[src/rtl/seg_display_sched.sv]
// Round-robin scheduler sharing a 4-digit hex display among four 16-bit requesters.
// The winner's value is snapshotted and held for DWELL cycles, or until next or a dropped request.
module seg_display_sched #(
    parameter int unsigned DWELL = 50_000_000
) (
    input  logic        clk,
    input  logic        rst,
    input  logic [3:0]  req,
    input  logic [15:0] data0,
    input  logic [15:0] data1,
    input  logic [15:0] data2,
    input  logic [15:0] data3,
    input  logic        hold,
    input  logic        next,
    output logic [3:0]  grant,
    output logic [1:0]  src,
    output logic [3:0]  in1,
    output logic [3:0]  in2,
    output logic [3:0]  in3,
    output logic [3:0]  in4,
    output logic        busy
);

    typedef enum logic [1:0] {StIdle, StLoad, StShow} state_e;

    localparam logic [31:0] LastCount = 32'(DWELL - 1);

    state_e      state_q, state_d;
    logic [3:0]  grant_q, grant_d;
    logic [1:0]  src_q, src_d;
    logic [1:0]  last_q, last_d;
    logic [31:0] cnt_q, cnt_d;
    logic [15:0] disp_q, disp_d;
    logic        busy_q, busy_d;

    logic [15:0] sel_data;
    logic        pick_found;
    logic [1:0]  pick_idx;
    logic [1:0]  scan_idx;
    logic        expired;
    logic        rotate;

    always_comb begin
        case (src_q)
            2'd0:    sel_data = data0;
            2'd1:    sel_data = data1;
            2'd2:    sel_data = data2;
            default: sel_data = data3;
        endcase
    end

    // Scan from last+1 upward with wrap; offset 4 lands back on last so a lone owner is re-granted.
    always_comb begin
        pick_found = 1'b0;
        pick_idx   = last_q;
        scan_idx   = last_q;
        for (int k = 1; k <= 4; k++) begin
            scan_idx = last_q + 2'(k);
            if (!pick_found && req[scan_idx]) begin
                pick_found = 1'b1;
                pick_idx   = scan_idx;
            end
        end
    end

    assign expired = (cnt_q == LastCount) && !hold;
    assign rotate  = expired || next || !req[src_q];

    always_comb begin
        state_d = state_q;
        grant_d = grant_q;
        src_d   = src_q;
        last_d  = last_q;
        cnt_d   = cnt_q;
        disp_d  = disp_q;
        busy_d  = busy_q;
        case (state_q)
            StIdle: begin
                grant_d = 4'b0000;
                busy_d  = 1'b0;
                if (pick_found) begin
                    state_d = StLoad;
                    grant_d = 4'b0001 << pick_idx;
                    src_d   = pick_idx;
                    last_d  = pick_idx;
                    busy_d  = 1'b1;
                end
            end
            StLoad: begin
                disp_d  = sel_data;
                cnt_d   = 32'd0;
                state_d = StShow;
            end
            StShow: begin
                if (!hold) begin
                    cnt_d = cnt_q + 32'd1;
                end
                if (rotate) begin
                    if (pick_found) begin
                        state_d = StLoad;
                        grant_d = 4'b0001 << pick_idx;
                        src_d   = pick_idx;
                        last_d  = pick_idx;
                    end else begin
                        state_d = StIdle;
                        grant_d = 4'b0000;
                        busy_d  = 1'b0;
                    end
                end
            end
            default: begin
                state_d = StIdle;
                grant_d = 4'b0000;
                busy_d  = 1'b0;
            end
        endcase
    end

    always_ff @(posedge clk or posedge rst) begin
        if (rst) begin
            state_q <= StIdle;
            grant_q <= 4'b0000;
            src_q   <= 2'd0;
            last_q  <= 2'd3;
            cnt_q   <= 32'd0;
            disp_q  <= 16'h0000;
            busy_q  <= 1'b0;
        end else begin
            state_q <= state_d;
            grant_q <= grant_d;
            src_q   <= src_d;
            last_q  <= last_d;
            cnt_q   <= cnt_d;
            disp_q  <= disp_d;
            busy_q  <= busy_d;
        end
    end

    assign grant = grant_q;
    assign src   = src_q;
    assign busy  = busy_q;
    assign in1   = disp_q[3:0];
    assign in2   = disp_q[7:4];
    assign in3   = disp_q[11:8];
    assign in4   = disp_q[15:12];

endmodule

[config.mk]
export PLATFORM = sky130hd
export DESIGN_NAME = seg_display_sched
export DESIGN_NICKNAME = d
export VERILOG_FILES = /design/src/rtl/seg_display_sched.sv
export SDC_FILE = /design/constraint.sdc
export NUM_CORES = 1
export LEC_CHECK = 0
export CAP_MARGIN = 20
export CORE_AREA = 2 2 88 90
export DETAILED_ROUTE_END_ITERATION = 8
export DIE_AREA = 0 0 90 92
export PLACE_DENSITY = 0.82
export SKIP_LAST_GASP = 1
export SYNTH_ARGS = -nofsm -noshare
export SYNTH_HDL_FRONTEND = slang
export SYNTH_SLANG_ARGS = --single-unit
[constraint.sdc]
create_clock -name clk -period 2.64 [get_ports clk]
set_clock_uncertainty 0.1 [all_clocks]
set_input_delay 0.528 -clock clk [delete_from_list [all_inputs] [get_ports clk]]
set_output_delay 0.528 -clock clk [all_outputs]
set_load 0.03 [all_outputs]
======== Yosys cells after proc, flatten, opt, wreduce, memory -nomap -nowiden ========
Cells that the tools add are included.
storage, ports and cells
  bits in latches ......................... 0
  bits in writable memories ............... 0
  memory bits (read-only) ................. 0
  output and inout bits ................... 23
  memories kept ........................... 0
  flip-flop bits (word level) ............. 59
  input port bits ......................... 72
cells by class
  equal/unequal tests ..................... 9
  bitwise logic cells ..................... 1
  shift-type cells ........................ 1
  magnitude comparators ................... 5
  reductions and logical operators ........ 20
  div/mod/pow operators ................... 0
  mux-type cells .......................... 38
  multipliers ............................. 0
  add/subtract/negate cells ............... 4
operators by type and width
  kind                   count
  $pmux 32 s2            1
  $pmux 16 s3            1
  $add 32x1->32 const B  1
  $eq 32x26->1 const B   1
  $mux 32                1
  $mux 2                 10
  $lt 2x3->1 const B     5
  $mux 1                 13
  $pmux 4 s3             1
  $bmux 1 s2             5
  $mux 4                 2
  $ne 2x2->1 const B     4
  $pmux 2 s2             2
  $reduce_and 2->1       4
  $pmux 2 s3             1
  $logic_not 1->1        5
  $add 2x2->2 const B    2
  $eq 2x1->1 const B     2
  $eq 2x2->1 const B     2
  $logic_and 1x1->1      4
  $logic_not 2->1        2
  $reduce_bool 2->1      2
  $shl 1x2->4 const A    1
  $pmux 1 s3             1
  other kinds (4)        5

======== Logic depth before layout (Yosys ltp) ========
  depth in word-level cells ............... 17
  mapped depth ............................ 7

======== Least setup slack after synthesis ========
Ideal clock, no wire load.
  path type ............................... register to register
  start ................................... reg cnt_q[26]
  end ..................................... reg src_q[1], in the netlist src[1]
  data arrival time ....................... 2.082 ns
  required time ........................... 2.413 ns
  stages on the path, launching flop included .. 7
  clock period less this slack ............ 2.309 ns
  slack ................................... 0.331 ns
  path through ............................ dfrtp_1 or4_1 or3_1 o41ai_4 and2_1 buf_6 mux2_1
on the way
  cells in the longest elaborated chain, start to end .. 6
ends and longest elaborated chain
  what                            RTL line  source
  from (decl)                     32        logic [31:0] cnt_q, cnt_d;
  from (signal assigned)          133       cnt_q <= cnt_d;
  $eq 32x26->1                    66        assign expired = (cnt_q == LastCount) && !hold;
  $logic_and 1x1->1               66
  $logic_or 1x1->1 (2 in series)  67        assign rotate = expired || next || !req[src_q];
  $ne 2x2->1 (no line)            --
  $reduce_and 2->1 (no line)      --
  to (signal assigned)            131       src_q <= src_d;
  to (decl)                       30        logic [1:0] src_q, src_d;
No other way between the ends.
A chain may end at the register's enable or synchronous reset.

======== Worst setup path in the final report ========
Ends and elaborated chain as after synthesis.

==> impl_results.md <==
- Run status: complete, no violations
- Routed WL per cell: 15.4 um
- Hold buffer count at cts: 0
- Hold/Removal Path Class: reg -> reg
- Layout area overhead: 39.8%
- PwrDens: 906 nW/um^2
- CP max FO: 5
- Crit-path leading delay family: simple AND/OR/NAND/NOR gates
- Slew Limit Fails: 0
- DIE WIDTH: 90 um
- Hold Fails Final Rpt: 0
- Maxcap violations: 0
- TritonCTS buffer count: 9
- Setup repair bufs after CTS: 0
- Final worst slack: 273 ps
- GRT Total Usage: 20.5%
- TritonRoute pass-1 iters: 4
- Diode count: 0
- Initial antenna violation count: 0
- Mapped Cells: 316
- Share of layout cells above drive strength 1: 11.4%
- Clk_lat worst skew: 350 ps
- Starting Density: 43.2%
- Crit path kind: reg -> reg
- Synth warn: 0
- # H-tree levels: 3
- Global route overflow: 0
- Layout fillers: 607
- Synthesized area: 3220 sq um
- Main flop type after synthesis: dfrtp_1
- Most frequent cells in the layout: 94 x clkdlybuf4s50_1, 70 x nand2_1, 57 x dfrtp_1, 20 x nor2_1, 17 x mux4_2
- Crit path launch type: flop
- Leakage: 1.86 nW
- Clk slew on worst S/H paths: 70 ps
- Net Count, Synth: 389
- Required @ worst endpoint: 2770 ps
- Routability cong.: 0.915
- DPL Wire Length: 5.98 mm
- Cts repair resizes: 0
- Core region area: 7450 sq um
- 1st-iter DRT viols: 164
- Sink Count: 59
- Final routed DRC violation total: 0
- DRT Wirelength: 8.02 mm
- Slowest stage delay, CP: 530 ps
- Die height: 92 um
- Min Tclk post-route: 2370 ps
- Cell taking the most area after synthesis: dfrtp_1
- IR drop worst, VDD: 580 uV
- First-pass GRT wire length: 13.4 mm
- Min Hold Slack: 370 ps
- DP Worst Slack: 58.4 ps
- IO Port Bufs: 94
- FMAX: 0.422 GHz
- Vias in the first global route: 2900
- Clock buffer depth: 2
- Final setup fails: 0
- DR vias: 2889
- Critical Path, Cell by Cell: or4_1 -> or3_1 -> o41ai_4 -> and2_1 -> mux2_1
- Drt via density: 5.53
- CP max-delay cell: or4_1
- Synth unique cells: 44
- RSZ-0062 raised after global routing: no
- Sequential share of the synthesized area: 45.9%
- Worst-Margin Slew: 523 ps
- Worst Setup End Kind: flop
- Most common cell after layout, fill and taps aside: clkdlybuf4s50_1
- Synth async-reset ratio: 100%
- CTS tree: done
- Final period util: 89.7%
- CP arrival: 2500 ps
- Fin nets: 489
- Post-route setup TNS: 0 ps
- #FFs+latches synth: 59
- Number of synthesized flops with an enable pin: 0
- Row cnt: 32
- Yosys top cell area share: 44.3%
- Die area: 8280 sq um
- Synth area leaders: dfrtp_1 44%, mux4_2 12%, nand2_1 8.2%, mux2i_1 2.8%, nand3_1 2.3%
- Largest net degree at the start of global routing: 42
- Clock root cell: clkbuf_8
- # IOs: 95
- Mean Syn Cell Area: 10.2 sq um
- Antenna Nets Post-Route: 0
- WP buf/inv: 0
- Max transition margin: 64.8%
-- stage by stage --
stage               power, mW  instance area, sq um  std cells  util (%)
floorplan                2.59                  3220        316         -
global placement         3.22                  4310        507      57.9
detailed placement       3.27                  4310        507      57.9
CTS                      4.10                  4500        522      60.5
global route             4.32                  4500        522      60.5
finish                   4.08                  4500        522      60.5
-- flip-flops by register name, indices dropped and copies added, names as in the netlist --
name,cells
busy,1
cnt_q,32
disp_q,16
grant,4
last_q,2
src,2
state_q,2
-- where the power goes --
group          total [mW]  leakage (nW)  switching, mW  internal, mW
Sequential           1.29         0.776          0.164          1.13
Combinational        1.97         0.983           1.09         0.880
Clock               0.816        0.0995          0.334         0.481
-- per-layer routing --
metal  GRT usage [%]  part of all wire (%)  wire length (um)
met3            6.57                   8.1               647
met1            23.6                    39              3150
met2            35.4                    51              4060
met5               0                     0                 0
met4            8.72                   2.0               157
-- synthesized netlist by cell type, types with 3 or more instances --
cell and number:
nand2_1 70, dfrtp_1 57, nor2_1 20, mux4_2 17, nand3_1 15, o21ai_0 15
a21oi_1 12, clkbuf_1 11, nand4_1 11, mux2i_1 9, o211ai_1 7, inv_1 6
nand2b_1 6, nor3_1 5, nor4_1 5, o31ai_1 5, xor2_1 5, a32o_1 4
and3_1 3, buf_2 3, nor2b_1 3, xnor2_1 3
-- layout make-up --
type	count	area, sq um	share of cell area, %
well taps	102	128	2.83
clock buffers	13	159	3.53
inverters	6	22.5	0.500
multi-input cells	236	1650	36.7
flip-flops and latches	59	1480	32.8
clock inverters	2	35.0	0.778
repair buffers	104	1030	22.8
-- path summary, 6_finish.rpt --
path	startpoint	end	slack, ps	cells past startpoint
setup reg to reg	cnt_q[26]	src[1]	270	5
min in group asynchronous	rst	cnt_q[0]	390	2
hold / removal	disp_q[9]	disp_q[9]	370	2
setup / recovery	cnt_q[26]	src[1]	270	5
max in group asynchronous	rst	last_q[1]	1430	3
hold reg to reg	disp_q[9]	disp_q[9]	370	2
-- worst min-delay path, cell delays in order (launching register included) --
cell and delay (ps):
dfrtp_1 340, nand2_1 50, nand2_1 50
-- cell families after synthesis --
kind of cell,synth area share [%]
xor gates and xnor gates,2.18
buffers and inverters,2.80
DFF,45.9
adders and majority gates,0.388
muxes,15.4
AOI/OAI and AO/OA,11.5
and+or+nand+nor,21.8
No activity file was read; power rests on OpenSTA's default activity.
